$ cat config.mk
export PLATFORM = sky130hd
export DESIGN_NAME = mmio_io_ctrl
export DESIGN_NICKNAME = d
export VERILOG_FILES = /design/src/rtl/io_pkg.sv /design/src/rtl/io_debounce.sv /design/src/rtl/mmio_io_ctrl.sv
export SDC_FILE = /design/constraint.sdc
export NUM_CORES = 1
export LEC_CHECK = 0
export ABC_AREA = 1
export CELL_PAD_IN_SITES_DETAIL_PLACEMENT = 1
export CELL_PAD_IN_SITES_GLOBAL_PLACEMENT = 1
export CORE_MARGIN = 2
export CORE_UTILIZATION = 45
export DETAILED_ROUTE_END_ITERATION = 8
export GPL_ROUTABILITY_DRIVEN = 0
export PLACE_DENSITY_LB_ADDON = 0.25
export SLEW_MARGIN = 20
export SYNTH_ARGS = -nofsm -noshare
export SYNTH_HDL_FRONTEND = slang
export SYNTH_SLANG_ARGS = --single-unit
$ cat constraint.sdc
create_clock -name clk -period 3 [get_ports clk]
set_input_delay 0.45 -clock clk [delete_from_list [all_inputs] [get_ports clk]]
set_output_delay 0.45 -clock clk [all_outputs]
set_load 0.02 [all_outputs]
$ cat src/rtl/io_pkg.sv
`default_nettype none
// ============================================================================
// Package : io_pkg
// Purpose : Shared definitions for the memory-mapped board I/O controller:
//           register word offsets, DISP_CTRL reset value and the hex to
//           7-segment glyph function (active-high segments {g..a}).
// Rev     : 1.0  initial release
// ============================================================================
package io_pkg;

   localparam logic [1:0]  c_addr_disp_data = 2'd0;
   localparam logic [1:0]  c_addr_disp_ctrl = 2'd1;
   localparam logic [1:0]  c_addr_sw        = 2'd2;
   localparam logic [1:0]  c_addr_btn       = 2'd3;

   // {display enable, dp mask, digit enable mask}
   localparam logic [16:0] c_disp_ctrl_rst  = 17'h1_00FF;

   function automatic logic [6:0] hex7(input logic [3:0] nib);
      logic [6:0] seg;
      case (nib)
         4'h0: seg = 7'h3F;
         4'h1: seg = 7'h06;
         4'h2: seg = 7'h5B;
         4'h3: seg = 7'h4F;
         4'h4: seg = 7'h66;
         4'h5: seg = 7'h6D;
         4'h6: seg = 7'h7D;
         4'h7: seg = 7'h07;
         4'h8: seg = 7'h7F;
         4'h9: seg = 7'h6F;
         4'hA: seg = 7'h77;
         4'hB: seg = 7'h7C;
         4'hC: seg = 7'h39;
         4'hD: seg = 7'h5E;
         4'hE: seg = 7'h79;
         default: seg = 7'h71;
      endcase
      return seg;
   endfunction

endpackage
`default_nettype wire

$ cat src/rtl/io_debounce.sv
`default_nettype none
// ============================================================================
// Module  : io_debounce
// Purpose : Synchronises one raw asynchronous button and debounces it.
//           level only changes after the synchronised input has disagreed
//           with it for DEB_CYCLES consecutive cycles; rise pulses for one
//           cycle, coincident with the 0->1 change of level.
// Ports   : clk, reset_n (async, active-low), raw (async button),
//           level (debounced), rise (1-cycle press pulse)
// Rev     : 1.0  initial release
// ============================================================================
module io_debounce #(
   parameter int DEB_CYCLES = 1_000_000
) (
   input  logic clk,
   input  logic reset_n,
   input  logic raw,
   output logic level,
   output logic rise
);

   localparam int            c_cw   = (DEB_CYCLES > 1) ? $clog2(DEB_CYCLES) : 1;
   localparam logic [c_cw-1:0] c_last = c_cw'(DEB_CYCLES - 1);
   localparam logic [c_cw-1:0] c_one  = c_cw'(1);

   logic            r_sync1;
   logic            r_sync2;
   logic            r_level;
   logic [c_cw-1:0] r_cnt;
   logic            w_flip;

   // The cycle the disagreement count reaches its limit is the toggle cycle.
   assign w_flip = (r_sync2 != r_level) && (r_cnt == c_last);

   always_ff @(posedge clk or negedge reset_n) begin
      if (!reset_n) begin
         r_sync1 <= 1'b0;
         r_sync2 <= 1'b0;
         r_level <= 1'b0;
         r_cnt   <= '0;
      end else begin
         r_sync1 <= raw;
         r_sync2 <= r_sync1;
         // Any agreement (bounce back) restarts the count from zero.
         if ((r_sync2 == r_level) || w_flip)
            r_cnt <= '0;
         else
            r_cnt <= r_cnt + c_one;
         if (w_flip)
            r_level <= ~r_level;
      end
   end

   assign level = r_level;
   assign rise  = w_flip & ~r_level;

endmodule
`default_nettype wire

$ cat src/rtl/mmio_io_ctrl.sv
`default_nettype none
// ============================================================================
// Module  : mmio_io_ctrl
// Purpose : Memory-mapped board I/O controller beside data memory. Scans an
//           8-digit 7-segment display, debounces BTNL/BTNR with latched
//           press flags (W1C) and synchronises the slide switches.
// Ports   : clk, reset_n (async, active-low)
//           io_sel/io_we/io_addr[1:0]/io_wdata[31:0] - bus write side
//           io_rdata[31:0] - combinational read data (not gated by io_sel)
//           btn_l, btn_r, sw[15:0] - raw asynchronous board inputs
//           an[7:0], dp, a2g[6:0] - registered active-low display drives
// Rev     : 1.0  initial release
// ============================================================================
module mmio_io_ctrl
   import io_pkg::*;
#(
   parameter int SCAN_DIV   = 100_000,
   parameter int DEB_CYCLES = 1_000_000
) (
   input  logic        clk,
   input  logic        reset_n,
   input  logic        io_sel,
   input  logic        io_we,
   input  logic [1:0]  io_addr,
   input  logic [31:0] io_wdata,
   output logic [31:0] io_rdata,
   input  logic        btn_l,
   input  logic        btn_r,
   input  logic [15:0] sw,
   output logic [7:0]  an,
   output logic        dp,
   output logic [6:0]  a2g
);

   localparam int              c_pw       = (SCAN_DIV > 1) ? $clog2(SCAN_DIV) : 1;
   localparam logic [c_pw-1:0] c_pre_last = c_pw'(SCAN_DIV - 1);
   localparam logic [c_pw-1:0] c_pre_one  = c_pw'(1);

   logic [31:0]     r_disp_data;
   logic [16:0]     r_disp_ctrl;
   logic [15:0]     r_sw_meta;
   logic [15:0]     r_sw_sync;
   logic [1:0]      r_flag;
   logic [c_pw-1:0] r_pre;
   logic [2:0]      r_idx;
   logic [7:0]      r_an;
   logic [6:0]      r_a2g;
   logic            r_dp;

   logic            w_wr;
   logic [1:0]      w_raw;
   logic [1:0]      w_level;
   logic [1:0]      w_rise;
   logic [7:0]      w_msk;
   logic [7:0]      w_dpm;
   logic            w_lit;
   logic [3:0]      w_nib;

   assign w_wr  = io_sel & io_we;
   assign w_raw = {btn_r, btn_l};

   generate
      for (genvar gi = 0; gi < 2; gi++) begin : g_btn
         io_debounce #(.DEB_CYCLES(DEB_CYCLES)) u_deb (
            .clk     (clk),
            .reset_n (reset_n),
            .raw     (w_raw[gi]),
            .level   (w_level[gi]),
            .rise    (w_rise[gi])
         );
      end
   endgenerate

   // Registers, switch synchroniser and press flags
   always_ff @(posedge clk or negedge reset_n) begin
      if (!reset_n) begin
         r_disp_data <= '0;
         r_disp_ctrl <= c_disp_ctrl_rst;
         r_sw_meta   <= '0;
         r_sw_sync   <= '0;
         r_flag      <= '0;
      end else begin
         r_sw_meta <= sw;
         r_sw_sync <= r_sw_meta;
         if (w_wr && io_addr == c_addr_disp_data)
            r_disp_data <= io_wdata;
         if (w_wr && io_addr == c_addr_disp_ctrl)
            r_disp_ctrl <= io_wdata[16:0];
         // A new press outranks a simultaneous W1C so no event is lost.
         for (int i = 0; i < 2; i++) begin
            if (w_rise[i])
               r_flag[i] <= 1'b1;
            else if (w_wr && io_addr == c_addr_btn && io_wdata[8+i])
               r_flag[i] <= 1'b0;
         end
      end
   end

   // Digit scan prescaler and index
   always_ff @(posedge clk or negedge reset_n) begin
      if (!reset_n) begin
         r_pre <= '0;
         r_idx <= '0;
      end else if (r_pre == c_pre_last) begin
         r_pre <= '0;
         r_idx <= r_idx + 3'd1;
      end else begin
         r_pre <= r_pre + c_pre_one;
      end
   end

   assign w_msk = r_disp_ctrl[7:0];
   assign w_dpm = r_disp_ctrl[15:8];
   assign w_lit = r_disp_ctrl[16] & w_msk[r_idx];
   assign w_nib = r_disp_data[{r_idx, 2'b00} +: 4];

   // Display drives are re-registered every cycle, so they follow an index
   // step or a DISP_* write one cycle later.
   always_ff @(posedge clk or negedge reset_n) begin
      if (!reset_n) begin
         r_an  <= 8'hFF;
         r_a2g <= 7'h7F;
         r_dp  <= 1'b1;
      end else if (w_lit) begin
         r_an  <= ~(8'b1 << r_idx);
         r_a2g <= ~hex7(w_nib);
         r_dp  <= ~w_dpm[r_idx];
      end else begin
         r_an  <= 8'hFF;
         r_a2g <= 7'h7F;
         r_dp  <= 1'b1;
      end
   end

   assign an  = r_an;
   assign a2g = r_a2g;
   assign dp  = r_dp;

   always_comb begin
      io_rdata = '0;
      case (io_addr)
         c_addr_disp_data: io_rdata = r_disp_data;
         c_addr_disp_ctrl: io_rdata = {15'b0, r_disp_ctrl};
         c_addr_sw:        io_rdata = {16'b0, r_sw_sync};
         default:          io_rdata = {22'b0, r_flag, 6'b0, w_level};
      endcase
   end

endmodule
`default_nettype wire

==> impl_metrics.toml <==
[cells_and_area]
finalNetCount = 1137
fill_cells = 2116
drive_gt1_share_pct = 10.3
postLayoutCoreUtil_pct = 57.0
area_delta_synth_final_pct = 22.9
antenna-diode-count = 0

[pwr]
cellInternalPower_w = 0.00397
share_clk_of_total_power_pct = 38.4
total_power_density_per_cell_area_nw_per_um2 = 548
power.net_switching_w = 0.00147
pwr-share-seq_pct = 46.4
power.ir.vdd_worst_mv = 0.414
final_total_power_w = 0.00544
p_sw_share_pct = 27.0
power_frac_comb_pct = 15.2
power.static_leakage_nw = 4.46

[timing]
slew-limit-headroom_pct = 47.6
worst_margin_slew_ns = 0.784
timing.final.hold_violations = 0
period_needed_ns = 2.85
min_period_over_period_pct = 95.1
final-max-slew-violation-count = 0
grt_setup_unrepaired = "no"
setup_viol = 0
timing.setup.tns_ns = 0
finalClockSkew_ns = 0.0114
achievable-frequency_mhz = 350
fin_worst_hold_slack_ns = 0.0279

[clocking]
number_of_clock_buffers_inserted_by_tritoncts = 17
holdBufCountCts = 0
clockBufferDepth = 2
tritoncts = "done"
cts_num_sinks = 165
cts_post_setup_buffers_inserted = 0
clk_latency_ns = 0.43
clock_tree.root_cell = "sky130_fd_sc_hd__clkbuf_16"
clk_pin_slew_ns = 0.07
total_number_of_h_tree_levels = 4
cts_repair_resize_count = 0

[synthesis]
syn-cell-area_um2 = 8080
async_flop_share_pct = 100
synthesis.nets = 1027
synth-edff-count = 0
synth_area_leaders = "sky130_fd_sc_hd__dfrtp_1, sky130_fd_sc_hd__nand2_1, sky130_fd_sc_hd__dfstp_2, sky130_fd_sc_hd__nor2_1, sky130_fd_sc_hd__inv_1"
synth-seq-cells = 165
netlist-cell-type-count = 43
ys_top_cells_by_count = "sky130_fd_sc_hd__nand2_1, sky130_fd_sc_hd__dfrtp_1, sky130_fd_sc_hd__nor2_1"
netlist_instances = 956
synthMostInstantiatedCell = "sky130_fd_sc_hd__nand2_1"
share_of_the_yosys_chip_area_belonging_to_registers_pct = 51.5
synth_top_flop_cell = "sky130_fd_sc_hd__dfrtp_1"
synth.top_cell.area_share_pct = 43.4
synthDominantAreaCellType = "sky130_fd_sc_hd__dfrtp_1"
total_of_warnings_raised_by_yosys = 0
synth.avg_cell_area_um2 = 8.45

[run_status]
outcome = "completed"

[detailed_routing]
drcViolationCount = 0
num_vias = 6718
number_of_detailed_routing_iterations_run_before_antenna_repair = 4
viasPerCell = 5.15
totalWireLength_mm = 21.3
wire_per_inst_um = 16.3
dr.first_iter.drc_count = 273
detail-route-antenna-nets = 0

[floorplanning]
overall_die_width_um = 138
fp-row-count = 48
floorplan.initialDensity_pct = 46.4
die_area_um2 = 19000
die_h_um = 138
num_io_pins = 104
placeableCoreArea_um2 = 17400

[worst_hold_path]
timing.hold.worst.class = "input port to asynchronous set/reset pin"

[setup_path]
cp_data_arrival_time_ns = 2.40
required_ns = 2.55
worstSetupEndpointType = "output port"
worstSetupPathType = "input port to output port"
crit-reg2reg-launch = "r_idx[0]"
critical_path.max_fanout = 9
critPathLaunch = "io_addr[1]"
worstSetupStartpointType = "input port"

[global_route]
first_global_vias = 7058
initial_antenna_violation_count = 0
remaining_overflow_grt = 0
grt_first_pass_wirelength_mm = 34.9
grt_util_all_layers_pct = 23.8
grt_start_max_net_pins = 73

[placement]
dpl.hpwl_mm = 15.6
place.port_buffers = 103

[run]
drv.max_cap_violation_count = 0
[registers in the layout, indices dropped and copies added, names as in the netlist]
signal               cells
g_btn.u_deb.r_cnt       40
r_disp_data             32
r_disp_ctrl             17
r_pre                   17
r_sw_meta               16
r_sw_sync               16
an                       8
a2g                      7
r_idx                    3
g_btn.u_deb.level        2
g_btn.u_deb.r_sync1      2
g_btn.u_deb.r_sync2      2
r_flag                   2
dp                       1
[power by group through the flow]
stage	registers, W	logic, W	clock network [W]
after detailed placement	0.00256	0.000831	0
after CTS	0.00253	0.000839	0.00212
after global routing	0.00255	0.000919	0.00220
final	0.00253	0.000824	0.00209
after floorplan	0.00255	0.000450	0
after global placement	0.00256	0.000805	0
[routing by layer]
metal | track usage [%] | part of all wire [%]
met4 | 6.80 | 1.5
met5 | 0 | 0
met1 | 29.7 | 43
met3 | 3.91 | 3.0
met2 | 42.6 | 52
[worst max-delay path, stage by stage]
cell	delay, ns
sky130_fd_sc_hd__clkdlybuf4s50_1	0.55
sky130_fd_sc_hd__nand2_1	0.08
sky130_fd_sc_hd__inv_1	0.31
sky130_fd_sc_hd__buf_12	0.18
sky130_fd_sc_hd__nand2_1	0.05
sky130_fd_sc_hd__o221ai_1	0.12
sky130_fd_sc_hd__clkdlybuf4s50_1	0.67
[area by class of cell]
type | instances | area, µm² | area share [%]
clock buffer | 24 | 483 | 4.86
multi-input combinational | 638 | 3270 | 33.0
tap | 225 | 282 | 2.84
inverter | 127 | 479 | 4.83
clock inverter | 8 | 76.3 | 0.769
sequential | 165 | 4160 | 41.9
timing repair buffer | 117 | 1170 | 11.8
[cell families after synthesis]
group           count (synthesis)  share of synthesized area, %
fa+ha+maj                      15                          2.32
buf+inv                       153                          7.99
simple gates                  497                          28.1
xor+xnor                       31                          3.36
flops                         165                          51.5
compound gates                 95                          6.74
[worst paths after layout]
kind,endpoint,depth (start not counted),slack [ns]
max reg2reg,a2g[3],12,0.85
min in group clk,r_sw_sync[15],0,0.34
min,g_btn[0].u_deb.r_cnt[4],1,0.03
max,io_rdata[5],7,0.15
min reg2reg,r_sw_sync[15],0,0.34
max in group asynchronous,a2g[2],2,2.12
[stage by stage]
step / instances / instance area [µm²] / worst slack, ns
after CTS: 1304 / 9930 / 0.148
after global placement: 1272 / 9370 / 0.181
after floorplan: 956 / 8080 / 1.21
after global routing: 1304 / 9930 / 0.000308
after detailed placement: 1272 / 9370 / 0.156
final: 1304 / 9930 / 0.146
[cells in the final DEF (no fill, tap or decap), types with 6 or more instances in the layout]
master	synthesis	final
sky130_fd_sc_hd__nand2_1	234	233
sky130_fd_sc_hd__dfrtp_1	140	140
sky130_fd_sc_hd__nor2_1	127	127
sky130_fd_sc_hd__inv_1	122	122
sky130_fd_sc_hd__clkdlybuf4s50_1	0	102
sky130_fd_sc_hd__nand3_1	62	62
sky130_fd_sc_hd__o21ai_0	46	46
sky130_fd_sc_hd__dfstp_2	25	25
sky130_fd_sc_hd__xor2_1	24	24
sky130_fd_sc_hd__a21oi_1	24	24
sky130_fd_sc_hd__nor3_1	19	19
sky130_fd_sc_hd__clkbuf_16	0	18
sky130_fd_sc_hd__nand4_1	15	15
sky130_fd_sc_hd__ha_1	15	15
sky130_fd_sc_hd__buf_4	5	11
sky130_fd_sc_hd__o211ai_1	10	10
sky130_fd_sc_hd__nand3_2	10	10
sky130_fd_sc_hd__xnor2_1	7	7
sky130_fd_sc_hd__nor2_2	6	6
Note: power is estimated with default switching activity, not from simulation.
